**src/rtl/io_bus_arbiter.sv**
```systemverilog
// Two-requester round-robin arbiter onto a single strobe/acknowledge IO bus.
// Optional acknowledge timeout is compiled in with `define IO_ARB_TIMEOUT_EN.
//
// state    | meaning
// IDLE     | no bus cycle; pick a requester and launch its transfer
// WAIT_ACK | io_bus_enable high, waiting for io_acknowledge (or timeout)
// DONE     | bus released; one-cycle done pulse to the granted requester
module io_bus_arbiter #(
    parameter int unsigned TIMEOUT_CYCLES = 255
) (
    input  logic        clk_clk,
    input  logic        reset_reset,
    input  logic        m0_req,
    input  logic [15:0] m0_addr,
    input  logic        m0_rw,
    input  logic [1:0]  m0_byte_enable,
    input  logic [15:0] m0_wdata,
    output logic        m0_done,
    output logic [15:0] m0_rdata,
    output logic        m0_err,
    input  logic        m1_req,
    input  logic [15:0] m1_addr,
    input  logic        m1_rw,
    input  logic [1:0]  m1_byte_enable,
    input  logic [15:0] m1_wdata,
    output logic        m1_done,
    output logic [15:0] m1_rdata,
    output logic        m1_err,
    output logic [15:0] io_address,
    output logic        io_bus_enable,
    output logic [1:0]  io_byte_enable,
    output logic        io_rw,
    output logic [15:0] io_write_data,
    input  logic [15:0] io_read_data,
    input  logic        io_acknowledge
);

    typedef enum logic [1:0] {IDLE, WAIT_ACK, DONE} state_t;

    state_t state, state_next;
    logic   grant_m1;
    logic   prio_m1;
    logic   launch;
    logic   pick_m1;
    logic   ack_hit;
    logic   timeout_hit;
    logic   finish;

    if (TIMEOUT_CYCLES < 1 || TIMEOUT_CYCLES > 255) begin : g_bad_timeout
        $error("io_bus_arbiter: TIMEOUT_CYCLES must be in 1..255");
    end

    assign launch  = (state == IDLE) && (m0_req || m1_req);
    // m1 wins only when alone or when it holds the round-robin priority
    assign pick_m1 = m1_req && (!m0_req || prio_m1);
    assign ack_hit = (state == WAIT_ACK) && io_acknowledge;
    assign finish  = ack_hit || timeout_hit;

`ifdef IO_ARB_TIMEOUT_EN
    localparam logic [7:0] TIMER_LOAD = 8'(TIMEOUT_CYCLES - 1);

    logic [7:0] timer;
    logic       m0_err_q;
    logic       m1_err_q;

    assign timeout_hit = (state == WAIT_ACK) && !io_acknowledge && (timer == 8'd0);

    always_ff @(posedge clk_clk or posedge reset_reset) begin
        if (reset_reset) begin
            timer <= 8'd0;
        end else if (launch) begin
            timer <= TIMER_LOAD;
        end else if (state == WAIT_ACK && timer != 8'd0) begin
            timer <= timer - 8'd1;
        end
    end

    always_ff @(posedge clk_clk or posedge reset_reset) begin
        if (reset_reset) begin
            m0_err_q <= 1'b0;
            m1_err_q <= 1'b0;
        end else if (finish) begin
            if (grant_m1) m1_err_q <= timeout_hit;
            else          m0_err_q <= timeout_hit;
        end
    end

    assign m0_err = m0_err_q;
    assign m1_err = m1_err_q;
`else
    assign timeout_hit = 1'b0;
    assign m0_err      = 1'b0;
    assign m1_err      = 1'b0;
`endif

    always_ff @(posedge clk_clk or posedge reset_reset) begin
        if (reset_reset) state <= IDLE;
        else             state <= state_next;
    end

    always_comb begin
        state_next = state;
        case (state)
            IDLE:     if (m0_req || m1_req) state_next = WAIT_ACK;
            WAIT_ACK: if (finish)           state_next = DONE;
            DONE:                           state_next = IDLE;
            default:                        state_next = IDLE;
        endcase
    end

    always_comb begin
        m0_done = 1'b0;
        m1_done = 1'b0;
        if (state == DONE) begin
            m0_done = !grant_m1;
            m1_done = grant_m1;
        end
    end

    // Bus fields are loaded only at launch, so they cannot move while strobed
    always_ff @(posedge clk_clk or posedge reset_reset) begin
        if (reset_reset) begin
            grant_m1       <= 1'b0;
            prio_m1        <= 1'b0;
            io_bus_enable  <= 1'b0;
            io_address     <= 16'h0000;
            io_rw          <= 1'b0;
            io_byte_enable <= 2'b00;
            io_write_data  <= 16'h0000;
            m0_rdata       <= 16'h0000;
            m1_rdata       <= 16'h0000;
        end else if (launch) begin
            grant_m1       <= pick_m1;
            prio_m1        <= !pick_m1;
            io_bus_enable  <= 1'b1;
            io_address     <= pick_m1 ? m1_addr        : m0_addr;
            io_rw          <= pick_m1 ? m1_rw          : m0_rw;
            io_byte_enable <= pick_m1 ? m1_byte_enable : m0_byte_enable;
            io_write_data  <= pick_m1 ? m1_wdata       : m0_wdata;
        end else if (finish) begin
            io_bus_enable <= 1'b0;
            if (timeout_hit) begin
                if (grant_m1) m1_rdata <= 16'h0000;
                else          m0_rdata <= 16'h0000;
            end else if (io_rw) begin
                if (grant_m1) m1_rdata <= io_read_data;
                else          m0_rdata <= io_read_data;
            end
        end
    end

endmodule

```
**config.mk**
```make
export PLATFORM = sky130hd
export DESIGN_NAME = io_bus_arbiter
export DESIGN_NICKNAME = d
export VERILOG_FILES = /design/src/rtl/io_bus_arbiter.sv
export SDC_FILE = /design/constraint.sdc
export NUM_CORES = 1
export LEC_CHECK = 0
export BUFFER_PORTS_ARGS = -buffer_cell sky130_fd_sc_hd__clkbuf_2
export CAP_MARGIN = 10
export CELL_PAD_IN_SITES_DETAIL_PLACEMENT = 0
export CELL_PAD_IN_SITES_GLOBAL_PLACEMENT = 1
export CORE_ASPECT_RATIO = 1.5
export CORE_MARGIN = 5
export CORE_UTILIZATION = 37
export CTS_CLUSTER_SIZE = 14
export DETAILED_ROUTE_END_ITERATION = 10
export HOLD_SLACK_MARGIN = 0.15
export PLACE_DENSITY_LB_ADDON = 0.1
export RECOVER_POWER = 25
export SKIP_LAST_GASP = 1
export SYNTH_ARGS = -nofsm -noshare
export SYNTH_HDL_FRONTEND = slang
export SYNTH_SLANG_ARGS = --single-unit
```
**constraint.sdc**
```tcl
create_clock -name clk_clk -period 4.45 [get_ports clk_clk]
set_input_delay 0.445 -clock clk_clk [delete_from_list [all_inputs] [get_ports clk_clk]]
set_output_delay 0.445 -clock clk_clk [all_outputs]
set_load 0.005 [all_outputs]
```
==> results of run 1 <==
cells in the final DEF, fill, tap and decap left out, types with 2 or more instances in the layout:
cell and count:
dfrtp_1 72, clkbuf_16 9, nand2b_1 2, mux2_1 2, a221o_1 35, buf_4 5
o21ai_0 3, o21a_1 35, mux2_4 10, clkbuf_2 152, mux2_2 20, clkbuf_1 9
a21o_1 2, conb_1 2, inv_1 2, clkbuf_8 4, nand2_1 2, and3_1 2
worst paths after layout:
path | slack [ns] | endpoint | cells after the start | from
max | 2.62 | m0_rdata[3] | 3 | state[1]
min | 0.35 | state[0] | 2 | io_acknowledge
max reg2reg | 2.62 | m0_rdata[3] | 3 | state[1]
min reg2reg | 0.49 | m0_rdata[12] | 1 | m0_rdata[12]
max in group asynchronous | 2.74 | io_address[4] | 3 | reset_reset
min in group asynchronous | 0.53 | m1_rdata[3] | 2 | reset_reset
cell families (layout without fill, tap and decap cells):
| logic type | Yosys count | in the layout | synth area share, % |
|---|---|---|---|
| AO/OA/AOI/OAI | 75 | 75 | 20.54 |
| flip-flops | 72 | 72 | 57.53 |
| multiplexers | 32 | 32 | 12.70 |
| buffers and inverters | 21 | 183 | 5.673 |
| AND/OR/NAND/NOR | 14 | 14 | 3.436 |
| other | 1 | 2 | 0.1197 |
cell type report:
class | instances | share of cell area [%]
sequential | 72 | 42.42
multi-input combinational | 123 | 27.25
timing repair buffer | 165 | 19.50
clock buffer | 14 | 6.686
tap | 107 | 3.152
clock inverter | 2 | 0.8247
inverter | 2 | 0.1767
stage by stage:
step / instance area [um^2] / std cells / setup slack [ns]
2_1_floorplan: 3136 / 216 / 2.180
3_3_place_gp: 3940 / 469 / 2.614
3_5_place_dp: 3940 / 469 / 2.594
4_1_cts: 4259 / 485 / 2.580
5_1_grt: 4248 / 485 / 2.312
6_report: 4248 / 485 / 2.623
sequential cells by signal, summed over array words and instances (netlist names):
signal	cells
m0_rdata	16
grant_m1	1
io_bus_enable	1
prio_m1	1
io_rw	1
io_address	16
io_byte_enable	2
state	2
m1_rdata	16
io_write_data	16
synth_stat cells (all sizes together):
| cell | instances | area (um^2) |
|---|---|---|
| buf | 19 | 170.2 |
| nor2 | 2 | 7.510 |
| or2 | 1 | 6.260 |
| nand2 | 2 | 7.510 |
| inv | 2 | 7.510 |
| dfrtp | 72 | 1802 |
| nand3 | 1 | 17.52 |
| and3 | 2 | 12.51 |
| nand2b | 2 | 12.51 |
| nor3b | 1 | 7.510 |
| o21a | 35 | 262.8 |
| conb | 1 | 3.750 |
| a21o | 2 | 15.01 |
| mux2 | 32 | 397.9 |
| a221o | 35 | 350.3 |
| o21ai | 3 | 15.01 |
| nor3 | 1 | 16.27 |
| and3b | 2 | 20.02 |
power by group through the flow:
stage                     Combinational, mW  Clock, mW  Sequential (mW)
after global placement                 1.11          0             1.17
after CTS                              1.13      0.762             1.17
after floorplan                       0.694          0             1.17
after global routing                   1.21      0.792             1.21
final                                  1.09      0.749             1.16
after detailed placement               1.13          0             1.17
routing by layer:
metal | track usage [%] | up-vias | wire length, um
met1 | 18.96 | 1207 | 3342
met2 | 28.65 | 102 | 4358
met3 | 3.694 | 15 | 606
li1 | - | 1136 | -
met4 | 8.119 | 0 | 201
met5 | 0 | - | 0
==> results.ini, run 1 <==
[outcome]
status=finished, violations left
violations=capacitance limit

[worst_setup_path]
critPathMaxStageDelay_ns=0.67
path_cells=nand2b_1 > nor3_4 > mux2_2
critPathCaptureType=flop
cp.arrival_ns=2.03
path_buf_inv=0
path_delay_family=simple AND/OR/NAND/NOR gates
criticalPathCategory=flop to flop
crit_path_max_fanout=16
cp_slowest_cell=nor3_4
worstPathRequired_ns=4.66
crit_path_start_kind=flop

[synth]
synth_seq_area_share_pct=57.53
synth_warnings=0
syn_area_um2=3132
synthCells=215
avgSynthCellArea_um2=14.57
synth_cell_types=23
ys_seq_elements=72

[floorplan]
fp.dieW_um=85.12
die-area_um2=10440
num_rows=41
ios=163
core_area_um2=8362
start_util_pct=37.45
fp.dieH_um=122.7

[clock_network]
cts_buffers=9
cts_buffer_depth=2
cts_setup_buffers=0
path_clk_slew_ns=0.05
postCtsHoldBufs=0
cts_root_buf=clkbuf_16
cts_tree=yes
cts.sinks=72
clk-insertion-delay-late_ns=0.32
cts_resized=0
htree_levels=3

[global_route]
grt_pass1_wl_mm=13.35
grt_overflow=0
grt_use_total_pct=16.48
antenna_found_initial=0
grt_max_degree=41
grt_pass1_vias=2684

[power_and_ir_drop]
seqPwrFrac_pct=38.7
total_power_mw=3.004
swShare_pct=30.56
p_per_area_nw_per_um2=707.3
power_switching_mw=0.9181
p_clk_share_pct=24.9
p_int_mw=2.086
power_frac_comb_pct=36.4
peakVddDrop_mv=0.2662
leakage_nw=2.190

[hold_path]
hold_class=input pin to flop

[finish]
num-nets-final=464
syn_to_final_growth_pct=35.64
seq_area_um2=1802
multiInputGateArea_um2=1157
antenna_cells=0
final_util_pct=50.80
fillCellCount=768
drive_gt1_share_pct=54.50

[timing]
period_share_pct=41.07
setup_tns_ns=0
period_needed_ns=1.827
fmax_mhz=547.2
fin_skew_ns=0.002401
hold_slack_ns=0.3454
rsz0062_at_grt=false
slew_headroom_pct=1.164
hold_viol=0
max_slew.worst_pin.slew_ns=1.481
report.final.setup_viol=0
drv_slew=0

[placed_design]
io_buffers=160
gp_congestion=0.8318
dp_hpwl_mm=6.364

[route]
num_vias=2460
firstDrtPassIters=4
routed_wl_mm=8.508
ant_nets=0
drc=0
post_drt_wl_per_cell_um=17.54
via_per_inst=5.072
drt_iter0_markers=57

[job]
maxCapViolCount=1

Power figures use the tool's default switching activity.
==> run 2: changes to the inputs <==
Settings changed: CORE_UTILIZATION 37 to 31.
Clock period 4.45 ns to 1.55 ns, I/O delays scaled along.
==> run 2 against run 1 <==
Net effect: the flow now finishes without violations; power increased to 3.0 times the previous value; die area rose by 17%; combinational power rose to 3.2 times the previous value; wire length increased by 10%; worst setup slack worse by 2.6 ns; count of clock-buffer cells in the layout fell by 3; register-to-register slack lost 2.6 ns; sequential share of layout area shrank 8.0 points; clock power increased to 3.0 times the previous value; flip-flop and latch count is the same; first-iteration DRC count grew 60%.
==> results.ini, run 2 (synthesized netlist as in run 1, its figures left out) <==
[global_route]
grt_pass1_wl_mm=15.08  ; +13%
grt_use_total_pct=15.40  ; -1.1 points
grt_overflow=0  ; unchanged
antenna_found_initial=0  ; unchanged
grt_pass1_vias=3107  ; +16%
grt_max_degree=73  ; +78%

[power_and_ir_drop]
seqPwrFrac_pct=36.6  ; -2.1 points
leakage_nw=2.596  ; +19%
power_switching_mw=2.745  ; +200%
power_frac_comb_pct=38.9  ; +2.5 points
swShare_pct=30.33  ; -0.22 points
p_int_mw=6.305  ; +200%
p_per_area_nw_per_um2=1730  ; +140%
p_clk_share_pct=24.5  ; -0.4 points
peakVddDrop_mv=0.6723  ; +150%

[worst_setup_path]
cp.arrival_ns=1.70  ; -0.33 ns
path_buf_inv=2  ; +2
criticalPathCategory=input pin to flop
crit_path_max_fanout=16  ; unchanged
critPathCaptureType=flop
path_cells=dlygate4sd3_1 > clkbuf_2 > and3b_2 > nand3_4 > mux2_2
crit_path_start_kind=input pin
cp_slowest_cell=dlygate4sd3_1
path_delay_family=buffers and inverters
worstPathRequired_ns=1.75  ; -2.91 ns
critPathMaxStageDelay_ns=0.53  ; -0.14 ns

[timing]
hold_slack_ns=0.3164  ; -0.02905 ns
rsz0062_at_grt=false
fin_skew_ns=0.006661  ; +0.004260 ns
period_needed_ns=1.496
slew_headroom_pct=38.02  ; +37 points
fmax_mhz=668.2
setup_ws_ns=0.05350  ; -2.569 ns
period_share_pct=96.55
setup_tns_ns=0  ; unchanged
drv_slew=0  ; unchanged
report.final.setup_viol=0  ; unchanged
hold_viol=0  ; unchanged
max_slew.worst_pin.slew_ns=0.9297  ; -0.5512 ns

[placed_design]
gp_congestion=0.7314  ; -12%
place_ws_ns=0.05886  ; -2.536 ns
place_area_um2=4041  ; +2.6%
placed_cells=482  ; +2.8%
dp_hpwl_mm=5.951  ; -6.5%
io_buffers=160  ; unchanged

[clock_network]
cts_buffer_depth=2  ; unchanged
htree_levels=3  ; unchanged
clk-insertion-delay-late_ns=0.33  ; about the same
cts_tree=yes
cts_buffers=9  ; unchanged
cts.sinks=72  ; unchanged
cts_resized=0  ; unchanged
path_clk_slew_ns=0.06  ; about the same
cts_root_buf=clkbuf_16

[finish]
num-nets-final=555  ; +20%
layout.cells.non_filler=586  ; +21%
layout_commonest_cell=clkbuf_2
stdcell_area_um2=5231  ; +23%
drive_gt1_share_pct=46.48  ; -8.0 points
syn_to_final_growth_pct=67.04
final_cell_mix=clkbuf_2 (159), dlygate4sd3_1 (88), dfrtp_1 (72), o21a_1 (35), a221o_1 (35)
antenna_cells=0  ; unchanged

[floorplan]
fp.dieW_um=92.07  ; +8.2%
start_util_pct=31.25  ; -6.2 points
ios=163  ; unchanged
fp.dieH_um=133.1  ; +8.5%
die-area_um2=12250  ; +17%
num_rows=45  ; +9.8%
core_area_um2=10020  ; +20%

[route]
firstDrtPassIters=4  ; unchanged
post_drt_wl_per_cell_um=15.98  ; -8.9%
drc=0  ; unchanged
routed_wl_mm=9.366  ; +10%
num_vias=2851  ; +16%
via_per_inst=4.865  ; -4.1%
ant_nets=0  ; unchanged
drt_iter0_markers=91  ; +60%

[hold_path]
hold_class=input pin to flop

[job]
maxCapViolCount=0  ; -1

[outcome]
status=completed

==> run 2: cell types whose count changed in the layout (fill, tap and decap cells not counted) <==
cell | before | now
and3b_2 | 1 | 2
and3b_1 | 1 | 0
dlygate4sd3_1 | 0 | 88
buf_4 | 5 | 4
inv_1 | 2 | 1
clkinvlp_4 | 0 | 3
clkbuf_2 | 152 | 159
bufinv_16 | 1 | 2
clkbuf_8 | 4 | 1
buf_12 | 0 | 4
clkbuf_1 | 9 | 2
==> run 2: what timing repair did <==
action                    in CTS  in global routing
hold buffers                  88                  0
hold endpoints to repair     140                  0
buffers inserted               0                  0
==> run 2: power by group through the flow <==
stage,Combinational (mW),Sequential [mW],Clock (mW)
6_report,3.52,3.31,2.22
3_5_place_dp,3.41,3.34,0
5_1_grt,3.84,3.43,2.37
2_1_floorplan,1.99,3.36,0
4_1_cts,3.59,3.32,2.29
3_3_place_gp,3.34,3.35,0
==> run 2: final cells by class <==
type	instances	area [um^2]
clock buffers	11	242.7
fillers	886	4791
repair buffers	256	1790
well taps	117	146.4
inverters	2	11.26
multi-input cells	123	1159
flip-flops and latches	72	1802
clock inverters	5	80.08
==> run 2: path summary, 6_finish.rpt <==
kind,start,endpoint,slack [ns],depth (start not counted)
max in group asynchronous,reset_reset,m0_rdata[4],0.25,4
hold reg to reg,m0_rdata[11],m0_rdata[11],0.49,1
setup / recovery,io_acknowledge,m1_rdata[15],0.05,5
hold / removal,m1_req,io_bus_enable,0.32,3
setup reg to reg,state[1],m1_rdata[3],0.05,3
min in group asynchronous,reset_reset,m0_rdata[9],0.70,4
==> run 2: per-stage QoR <==
step	utilization (%)	power, mW
finish	52.20	9.050
global route	52.20	9.646
CTS	52.33	9.185
detailed placement	40.32	6.745
global placement	40.32	6.692
floorplan	-	5.356
==> run 2: metal layers <==
layer	track usage (%)	wire, um	vias to the layer above
met5	0	0	-
li1	-	-	1319
met2	26.83	4860	118
met3	3.955	633	9
met1	17.78	3779	1405
met4	6.529	93	0
==> run 2: worst register-to-register path, cell delays in order (launching register included) <==
cell and delay [ns]:
dfrtp_1 0.41, and3b_2 0.29, nand3_4 0.27, mux2_4 0.40
==> run 3: changes to the inputs <==
Settings changed: CELL_PAD_IN_SITES_DETAIL_PLACEMENT 0 to not set, CELL_PAD_IN_SITES_GLOBAL_PLACEMENT 1 to not set, CORE_UTILIZATION 31 to 41, PLACE_DENSITY set to 0.77, PLACE_DENSITY_LB_ADDON 0.1 to not set.
==> run 3 against run 2 <==
Net effect: critical path depth is 1 lower; clock power about the same; combinational power is essentially flat; fmax fell by 0.69%; power about the same; sequential share of layout area is 0.14 points higher; wire length up 6.2%; first-iteration DRC count increased by 35%; cell count shrank 2.4%; critical path type is now flop to flop.
==> results.ini, run 3 (synthesized netlist as in run 1, its figures left out) <==
[route]
wl_met3_um=648  ; +2.4%
met2_length_mm=5.140  ; +5.8%
firstDrtPassIters=4  ; unchanged
post_drt_wl_per_cell_um=17.39  ; +8.8%
highest_layer=met4
num_vias=2892  ; +1.4%
via_per_inst=5.056  ; +3.9%
ant_nets=0  ; unchanged
drc=0  ; unchanged
drt_iter0_markers=123  ; +35%
met1_length_mm=3.815  ; +0.95%
routed_wl_mm=9.946  ; +6.2%

[floorplan]
core_area_um2=7564  ; -25%
ios=163  ; unchanged
num_rows=39  ; -13%
start_util_pct=41.41  ; +10 points
fp.dieW_um=81.36  ; -12%
fp.dieH_um=117.0  ; -12%
die-area_um2=9522  ; -22%

[finish]
drive_gt1_share_pct=46.81  ; +0.33 points
layout_commonest_cell=clkbuf_2
num-nets-final=556  ; +0.18%
final_util_pct=68.88  ; +17 points
stdcell_area_um2=5210  ; -0.41%
syn_to_final_growth_pct=66.36
fillCellCount=521  ; -41%
final_cell_mix=clkbuf_2 (159), dlygate4sd3_1 (88), dfrtp_1 (72), o21a_1 (35), a221o_1 (35)
antenna_cells=0  ; unchanged

[timing]
slew_headroom_pct=40.13  ; +2.1 points
fmax_mhz=663.6  ; -0.69%
max_slew.worst_pin.slew_ns=0.8981  ; -0.03155 ns
fin_skew_ns=0.003915  ; -0.002746 ns
rsz0062_at_grt=true
drv_slew=0  ; unchanged
hold_viol=0  ; unchanged
report.final.setup_viol=0  ; unchanged
period_share_pct=97.22  ; +0.68 points
hold_slack_ns=0.2735  ; -0.04287 ns
setup_tns_ns=0  ; unchanged
period_needed_ns=1.507  ; +0.01047 ns

[power_and_ir_drop]
peakVddDrop_mv=0.9940  ; +48%
leakage_nw=2.606  ; +0.38%
p_per_area_nw_per_um2=1737  ; +0.43%

[worst_setup_path]
crit_path_start_kind=flop
crit_path_max_fanout=13  ; -3
regToRegSetupSlack_ns=0.04  ; about the same
cp_slowest_cell=dfrtp_1
ff2ff_path_depth=4  ; +1
worstReg2RegEnd=io_write_data[12]
path_buf_inv=1  ; -1
criticalPathCategory=flop to flop
worstPathRequired_ns=1.75  ; about the same
critPathMaxStageDelay_ns=0.42  ; -0.11 ns
crit-reg2reg-launch=state[0]
path_cells=or2_1 > buf_4 > o21a_1 > a221o_1
critPathCaptureType=flop
cp.arrival_ns=1.71  ; about the same
path_delay_family=compound AO/OA/AOI/OAI gates

[clock_network]
cts_buffer_depth=2  ; unchanged
cts_buffers=9  ; unchanged
cts_root_buf=clkbuf_16
cts_tree=yes
cts.sinks=72  ; unchanged
htree_levels=3  ; unchanged
path_clk_slew_ns=0.06  ; about the same
clk-insertion-delay-late_ns=0.32  ; about the same

[global_route]
antenna_found_initial=0  ; unchanged
grt_use_total_pct=21.63  ; +6.2 points
grt_max_degree=73  ; unchanged
grt_pass1_wl_mm=15.57  ; +3.2%
grt_pass1_vias=3186  ; +2.5%
grt_overflow=0  ; unchanged

[hold_path]
min_from=m1_req
hold_class=input pin to flop
holdPathStages=3  ; unchanged
hold-path-endpoint=state[0]

[placed_design]
gp_congestion=0.6893  ; -5.8%
io_buffers=160  ; unchanged
dp_hpwl_mm=5.916  ; -0.60%
place_area_um2=3998  ; -1.1%

[outcome]
status=completed

[job]
maxCapViolCount=0  ; unchanged

[run 3: changes by cell type in the layout (fill, tap and decap cells not counted), sizes merged]
cell      change
clkinvlp      -1
clkbuf        -1
clkinv        +2
buf           +1
[run 3: report_power, final]
group | internal (mW) | switching, mW | leakage, nW
combinational | 2.04 | 1.47 | 1.56
sequential | 2.79 | 0.563 | 0.886
clock | 1.44 | 0.747 | 0.158
[run 3: area by class of cell]
| type | instances | area [um^2] | share of cell area, % |
|---|---|---|---|
| multi-input combinational | 123 | 1159 | 22.24 |
| clock inverter | 6 | 82.58 | 1.585 |
| tap | 102 | 127.6 | 2.450 |
| sequential | 72 | 1802 | 34.58 |
| timing repair buffer | 257 | 1789 | 34.34 |
| clock buffer | 10 | 239.0 | 4.587 |
| inverter | 2 | 11.26 | 0.2161 |
[run 3: repair_timing]
item | 4_1_cts | 5_1_grt
buffers inserted | 0 | 1
resized for setup | 0 | 1
endpoints found under the setup margin | 0 | 24
hold buffers | 88 | 0
hold endpoints to repair | 140 | 0
[run 3: how the worst max path moves through the flow]
stage | start | cells after the start | to
2_1_floorplan | state[1] | 4 | m0_rdata[0]
3_3_place_gp | state[1] | 3 | m1_rdata[3]
3_5_place_dp | state[0] | 4 | io_address[0]
4_1_cts | state[1] | 3 | m1_rdata[5]
5_1_grt | state[1] | 4 | m0_rdata[4]
6_report | state[0] | 4 | io_write_data[12]
[run 3: routing by layer]
metal	up-vias	track usage [%]
li1	1323	-
met1	1402	24.89
met2	139	36.83
met3	28	4.900
met4	0	11.72
met5	-	0
[run 3: worst register-to-register path, stage by stage (launching register included)]
cell	delay, ns
dfrtp_1	0.42
or2_1	0.27
buf_4	0.20
o21a_1	0.22
a221o_1	0.28
[run 3: stage by stage]
stage / cells / setup WS (ns) / power, mW
after global routing: 572 / -0.0002935 / 9.609
after CTS: 571 / 0.03110 / 9.084
after global placement: 467 / 0.05330 / 6.527
after floorplan: 216 / 0.04481 / 5.356
final: 572 / 0.04304 / 9.052
after detailed placement: 467 / 0.04550 / 6.671
